--- config.mk ---
export PLATFORM = sky130hd
export DESIGN_NAME = fft_result_collector
export DESIGN_NICKNAME = d
export VERILOG_FILES = /design/src/rtl/fft_result_collector.sv
export SDC_FILE = /design/constraint.sdc
export NUM_CORES = 2
export LEC_CHECK = 0
export ABC_AREA = 1
export CAP_MARGIN = 40
export CORE_ASPECT_RATIO = 2
export CORE_MARGIN = 1
export CORE_UTILIZATION = 39
export DETAILED_ROUTE_END_ITERATION = 6
export PLACE_DENSITY_LB_ADDON = 0.15
export SLEW_MARGIN = 20
export SYNTH_ARGS = -nofsm -noshare
export SYNTH_HDL_FRONTEND = slang
export SYNTH_SLANG_ARGS = --single-unit
--- constraint.sdc ---
create_clock -name clock -period 3.1 [get_ports clock]
set_input_delay 0.62 -clock clock [delete_from_list [all_inputs] [get_ports clock]]
set_output_delay 0.62 -clock clock [all_outputs]
set_load 0.01 [all_outputs]
--- src/rtl/fft_result_collector.sv ---
// Collects one frame of N complex FFT results (optionally bit-reverse addressed)
// and drains it in natural order over a valid/ready stream.
module fft_result_collector #(
  parameter int unsigned N      = 64,
  parameter int unsigned LOG2N  = 6,
  parameter int unsigned W      = 16,
  parameter int unsigned BITREV = 1
) (
  input  logic             clock,
  input  logic             reset_n,
  input  logic             start,
  input  logic             in_valid,
  input  logic [W-1:0]     in_real,
  input  logic [W-1:0]     in_imag,
  output logic             in_ready,
  output logic             out_valid,
  input  logic             out_ready,
  output logic [W-1:0]     out_real,
  output logic [W-1:0]     out_imag,
  output logic [LOG2N-1:0] out_index,
  output logic             out_last,
  output logic             busy,
  output logic             finished,
  output logic             overrun
);

  localparam int unsigned CW = LOG2N + 1;

  typedef struct packed {
    logic [W-1:0] re;
    logic [W-1:0] im;
  } sample_t;

  typedef enum logic [1:0] {IDLE, CAPTURE, DRAIN, DONE} state_t;

  state_t           state, state_nxt;
  logic [CW-1:0]    cnt;
  logic [CW-1:0]    rd_cnt;
  sample_t          mem [N];
  sample_t          rd_data;
  logic [LOG2N-1:0] wr_addr;
  logic             start_ok;
  logic             wr_en;
  logic             xfer;
  logic             last_xfer;
  logic             load;

  function automatic logic [LOG2N-1:0] bitrev(input logic [LOG2N-1:0] a);
    logic [LOG2N-1:0] r;
    for (int i = 0; i < int'(LOG2N); i++) r[i] = a[int'(LOG2N) - 1 - i];
    return r;
  endfunction

  assign wr_addr = (BITREV != 0) ? bitrev(cnt[LOG2N-1:0]) : cnt[LOG2N-1:0];
  assign rd_data = mem[rd_cnt[LOG2N-1:0]];

  // Next-state and per-cycle strobes
  always_comb begin
    state_nxt = state;
    start_ok  = 1'b0;
    wr_en     = 1'b0;
    xfer      = out_valid && out_ready;
    last_xfer = 1'b0;
    load      = 1'b0;
    case (state)
      IDLE, DONE: begin
        if (start) begin
          start_ok  = 1'b1;
          state_nxt = CAPTURE;
        end
      end
      CAPTURE: begin
        if (in_valid) begin
          wr_en = 1'b1;
          if (cnt == CW'(N - 1)) state_nxt = DRAIN;
        end
      end
      DRAIN: begin
        if (xfer && (out_index == LOG2N'(N - 1))) begin
          last_xfer = 1'b1;
          state_nxt = DONE;
        end
        // First DRAIN cycle primes the output stage; afterwards refill on each transfer
        load = !out_valid || (xfer && !last_xfer);
      end
      default: state_nxt = IDLE;
    endcase
  end

  // Sample buffer has no reset; every frame overwrites all N entries
  always_ff @(posedge clock) begin
    if (wr_en) mem[wr_addr] <= '{re: in_real, im: in_imag};
  end

  always_ff @(posedge clock or negedge reset_n) begin
    if (!reset_n) begin
      state     <= IDLE;
      cnt       <= '0;
      rd_cnt    <= '0;
      in_ready  <= 1'b0;
      busy      <= 1'b0;
      finished  <= 1'b0;
      overrun   <= 1'b0;
      out_valid <= 1'b0;
      out_real  <= '0;
      out_imag  <= '0;
      out_index <= '0;
      out_last  <= 1'b0;
    end else begin
      state    <= state_nxt;
      in_ready <= (state_nxt == CAPTURE);
      busy     <= (state_nxt == CAPTURE) || (state_nxt == DRAIN);
      finished <= (state_nxt == DONE);

      if (start_ok) cnt <= '0;
      else if (wr_en) cnt <= cnt + CW'(1);

      // A sample arriving with the arming start is still dropped and flagged
      if (start_ok) overrun <= in_valid;
      else if (in_valid && (state != CAPTURE)) overrun <= 1'b1;

      if (start_ok) begin
        rd_cnt <= '0;
      end else if (load) begin
        out_valid <= 1'b1;
        out_real  <= rd_data.re;
        out_imag  <= rd_data.im;
        out_index <= rd_cnt[LOG2N-1:0];
        out_last  <= (rd_cnt == CW'(N - 1));
        rd_cnt    <= rd_cnt + CW'(1);
      end else if (last_xfer) begin
        out_valid <= 1'b0;
        out_last  <= 1'b0;
      end
    end
  end

endmodule

==> impl_metrics.csv <==
group,metric,value,unit
floorplan,start_util,0.392,
min_path,min_path_type,"in2reg",
cts,cts_max_path_buffers,4,
cts,cts_repair_resize_count,0,
floorplan,num_rows,248,
placement,place_congestion,0.884,
layout,syn_to_final_growth,15.3,%
drt,antenna_left,0,
setup_path,path_class,"reg2out",
synth,postSynthCellCount,8583,
setup_path,critPathSlowestCell,"clkdlybuf4s50_1",
cts,clk_pin_slew,0.07,ns
sta,min_period_over_period,0.908,
drt,wl_per_cell,22.7,µm
synth,synth_compound_area_frac,0.0187,
global_routing,grt_max_degree,141,
synth,synth_top_area_share,0.687,
synth,synth-adder-area-share,0.00140,
layout,final_util,0.452,
drt,drt-pass1-iter-count,6,
synth,synth_area_leaders,"edfxtp_1, nand2_1, nand3_1, inv_1, nor2_1",
setup_path,cp.required,2.48,ns
synth,synth_fp_nets,8630,
synth,ys_seq_area_frac,0.704,
power,intPower,49.5,mW
floorplan,fp.dieW,341,µm
layout,stdcell_count,11922,
drt,drt_wl_total,271,mm
cts,numCtsBuffers,188,
global_routing,grt_pass1_vias,59233,
power,p_leak,41.3,nW
cts,cts_sinks,2108,
power,p_comb_frac,0.229,
synth,synth_top_area_cell,"edfxtp_1",
power,p_sw_frac,0.312,
sta,holdWs,0.0566,ns
synth,syn_area,89500,µm²
outcome,status,"finished, final reports clean",
synth,avgSynthCellArea,10.4,µm²
drt,via_per_inst,4.97,
sta,tns,0,ns
sta,maxSlewHeadroom,0.416,
setup_path,critPathArrivalTime,2.20,ns
layout,drive_gt1_frac,0.0810,
synth,synth_top_family_by_area,"simple AND/OR/NAND/NOR gates",
setup_path,max_stage_delay,0.80,ns
synth,synth_edf_count,2048,
sta,drv_slew,0,
global_routing,grt_pass1_wl,393,mm
power,vdd_drop_max,492,µV
global_routing,antenna_found_initial,12,
synth,muxShareOfSynthArea,0,
floorplan,io_pins,81,
synth,synth-simple-area-share,0.207,
synth,synth_cell_types,30,
drt,drt_iter0_markers,4497,
drt,drcViolationCount,0,
placement,io_buffers,80,
synth,yosys_warnings,0,
layout,layout.nets,8812,
sta,finClkSkew,0.0381,ns
sta,min_period,2.82,ns
setup_path,crit_path_end_kind,"output port",
cts,htreeDepth,4,
synth,async_flop_share,0.0285,
synth,synth-xor-area-share,0.0000979,
run,max_cap_violations,0,
placement,dp_hpwl,178,mm
sta,rsz0062_at_grt,"no",
sta,setup_viol,0,
setup_path,cp_cell_sequence,"clkdlybuf4s50_1",
global_routing,grt_usage,0.233,
floorplan,die_h,679,µm
cts,cts_tree,"yes",
synth,ys_ff_latch,2108,
global_routing,grt-ovfl-total,0,
synth,synthFlopType,"edfxtp_1",
drt,routed-via-count,59231,
setup_path,cpLargestDelayFamily,"buffers and inverters",
setup_path,worst-path-buf-inv,1,
power,seqPwrFrac,0.448,
cts,clk_latency,0.85,ns
sta,fmax,0.355,GHz
placement,dp.cells,11573,
sta,hold_viol,0,
setup_path,cp-start-kind,"flop",
floorplan,die_area,231000,µm²
sta,tightest_slew,0.875,ns
power,power,72.0,mW
cts,cts-root-buf,"clkbuf_16",
power,p_clk_frac,0.323,
power,powerDensity,698,nW/µm²
power,p_switching,22.5,mW
floorplan,core-area,228000,µm²
setup_path,worstPathMaxFanout,2,
[cells by family after synthesis]
kind of cell	Yosys count
xor+xnor	1
flops	2108
buf+inv	1526
simple gates	4613
fa+ha+maj	10
compound gates	325
[what timing repair did]
item                      in CTS  in global routing
hold buffers                   1                  0
buffers inserted               0                  0
hold endpoints to repair      27                  0
[flip-flops by register name (all words and copies together) (netlist names)]
name       flops
out_index      6
finished       1
rd_cnt         7
state          2
overrun        1
out_valid      1
out_imag      16
out_last       1
mem         2048
cnt            7
busy           1
in_ready       1
out_real      16
[synth_stat cells, types with 24 or more instances]
| master | number |
|---|---|
| buf_1 | 55 |
| nor2_1 | 833 |
| dfrtp_1 | 60 |
| nand3_1 | 928 |
| clkbuf_1 | 210 |
| buf_2 | 123 |
| edfxtp_1 | 2048 |
| nand2_1 | 2836 |
| a21oi_1 | 49 |
| o21ai_0 | 236 |
| inv_1 | 1085 |
| buf_6 | 24 |
[cell usage in the layout, fill, tap and decap left out, types with 22 or more instances in the layout]
| cell | count |
|---|---|
| nor2_1 | 766 |
| clkinv_2 | 35 |
| clkbuf_16 | 191 |
| clkbuf_1 | 40 |
| nor2_4 | 67 |
| buf_12 | 162 |
| clkinv_1 | 39 |
| o21ai_1 | 22 |
| nand2_1 | 2836 |
| clkdlybuf4s50_1 | 47 |
| inv_1 | 1083 |
| a21oi_1 | 49 |
| o21ai_0 | 236 |
| edfxtp_1 | 2048 |
| buf_4 | 194 |
| nand3_1 | 928 |
| dfrtp_1 | 56 |
[path summary, 6_finish.rpt]
path	start	endpoint	slack, ns	depth (start not counted)
setup / recovery	out_imag[7]$_DFFE_PN0P_	out_imag[7]	0.28	1
hold / removal	in_imag[8]	mem[51][8]$_DFFE_PP_	0.06	1
setup reg to reg	rd_cnt[0]$_DFFE_PN0P_	out_imag[0]$_DFFE_PN0P_	0.40	13
hold reg to reg	overrun$_DFFE_PN0P_	overrun$_DFFE_PN0P_	0.49	2
max in group asynchronous	reset_n	out_imag[7]$_DFFE_PN0P_	2.19	3
min in group asynchronous	reset_n	finished$_DFF_PN0_	0.29	2
[layer usage]
layer / vias up / wire [µm] / global-route usage
met5: - / 22 / 0
met3: 474 / 10100 / 0.0202
met2: 1359 / 150000 / 0.451
li1: 28195 / - / -
met4: 4 / 11800 / 0.0984
met1: 29199 / 98700 / 0.255
[power groups by stage]
stage               sequential [mW]  clock [mW]  combinational, mW
floorplan                      32.6           0               9.71
global placement               32.9           0               16.5
detailed placement             32.9           0               16.6
CTS                            32.3        23.7               16.7
global route                   32.3        24.6               18.2
finish                         32.3        23.2               16.5
[through the flow]
step	setup slack, ns	cell area (µm²)
after floorplan	0.152	89500
after global placement	0.220	96900
after detailed placement	0.209	97200
after CTS	0.196	103000
after global routing	0.239	103000
final	0.284	103000
[final cells by class]
type / instances / area [µm²]
repair buffers: 428 / 5500
clock inverters: 102 / 931
fillers: 21128 / 125000
diodes: 11 / 27.5
clock buffers: 234 / 4970
multi-input cells: 4949 / 20800
flip-flops and latches: 2108 / 63000
well taps: 3000 / 3750
inverters: 1090 / 4130
(Power assumes the default switching activity.)
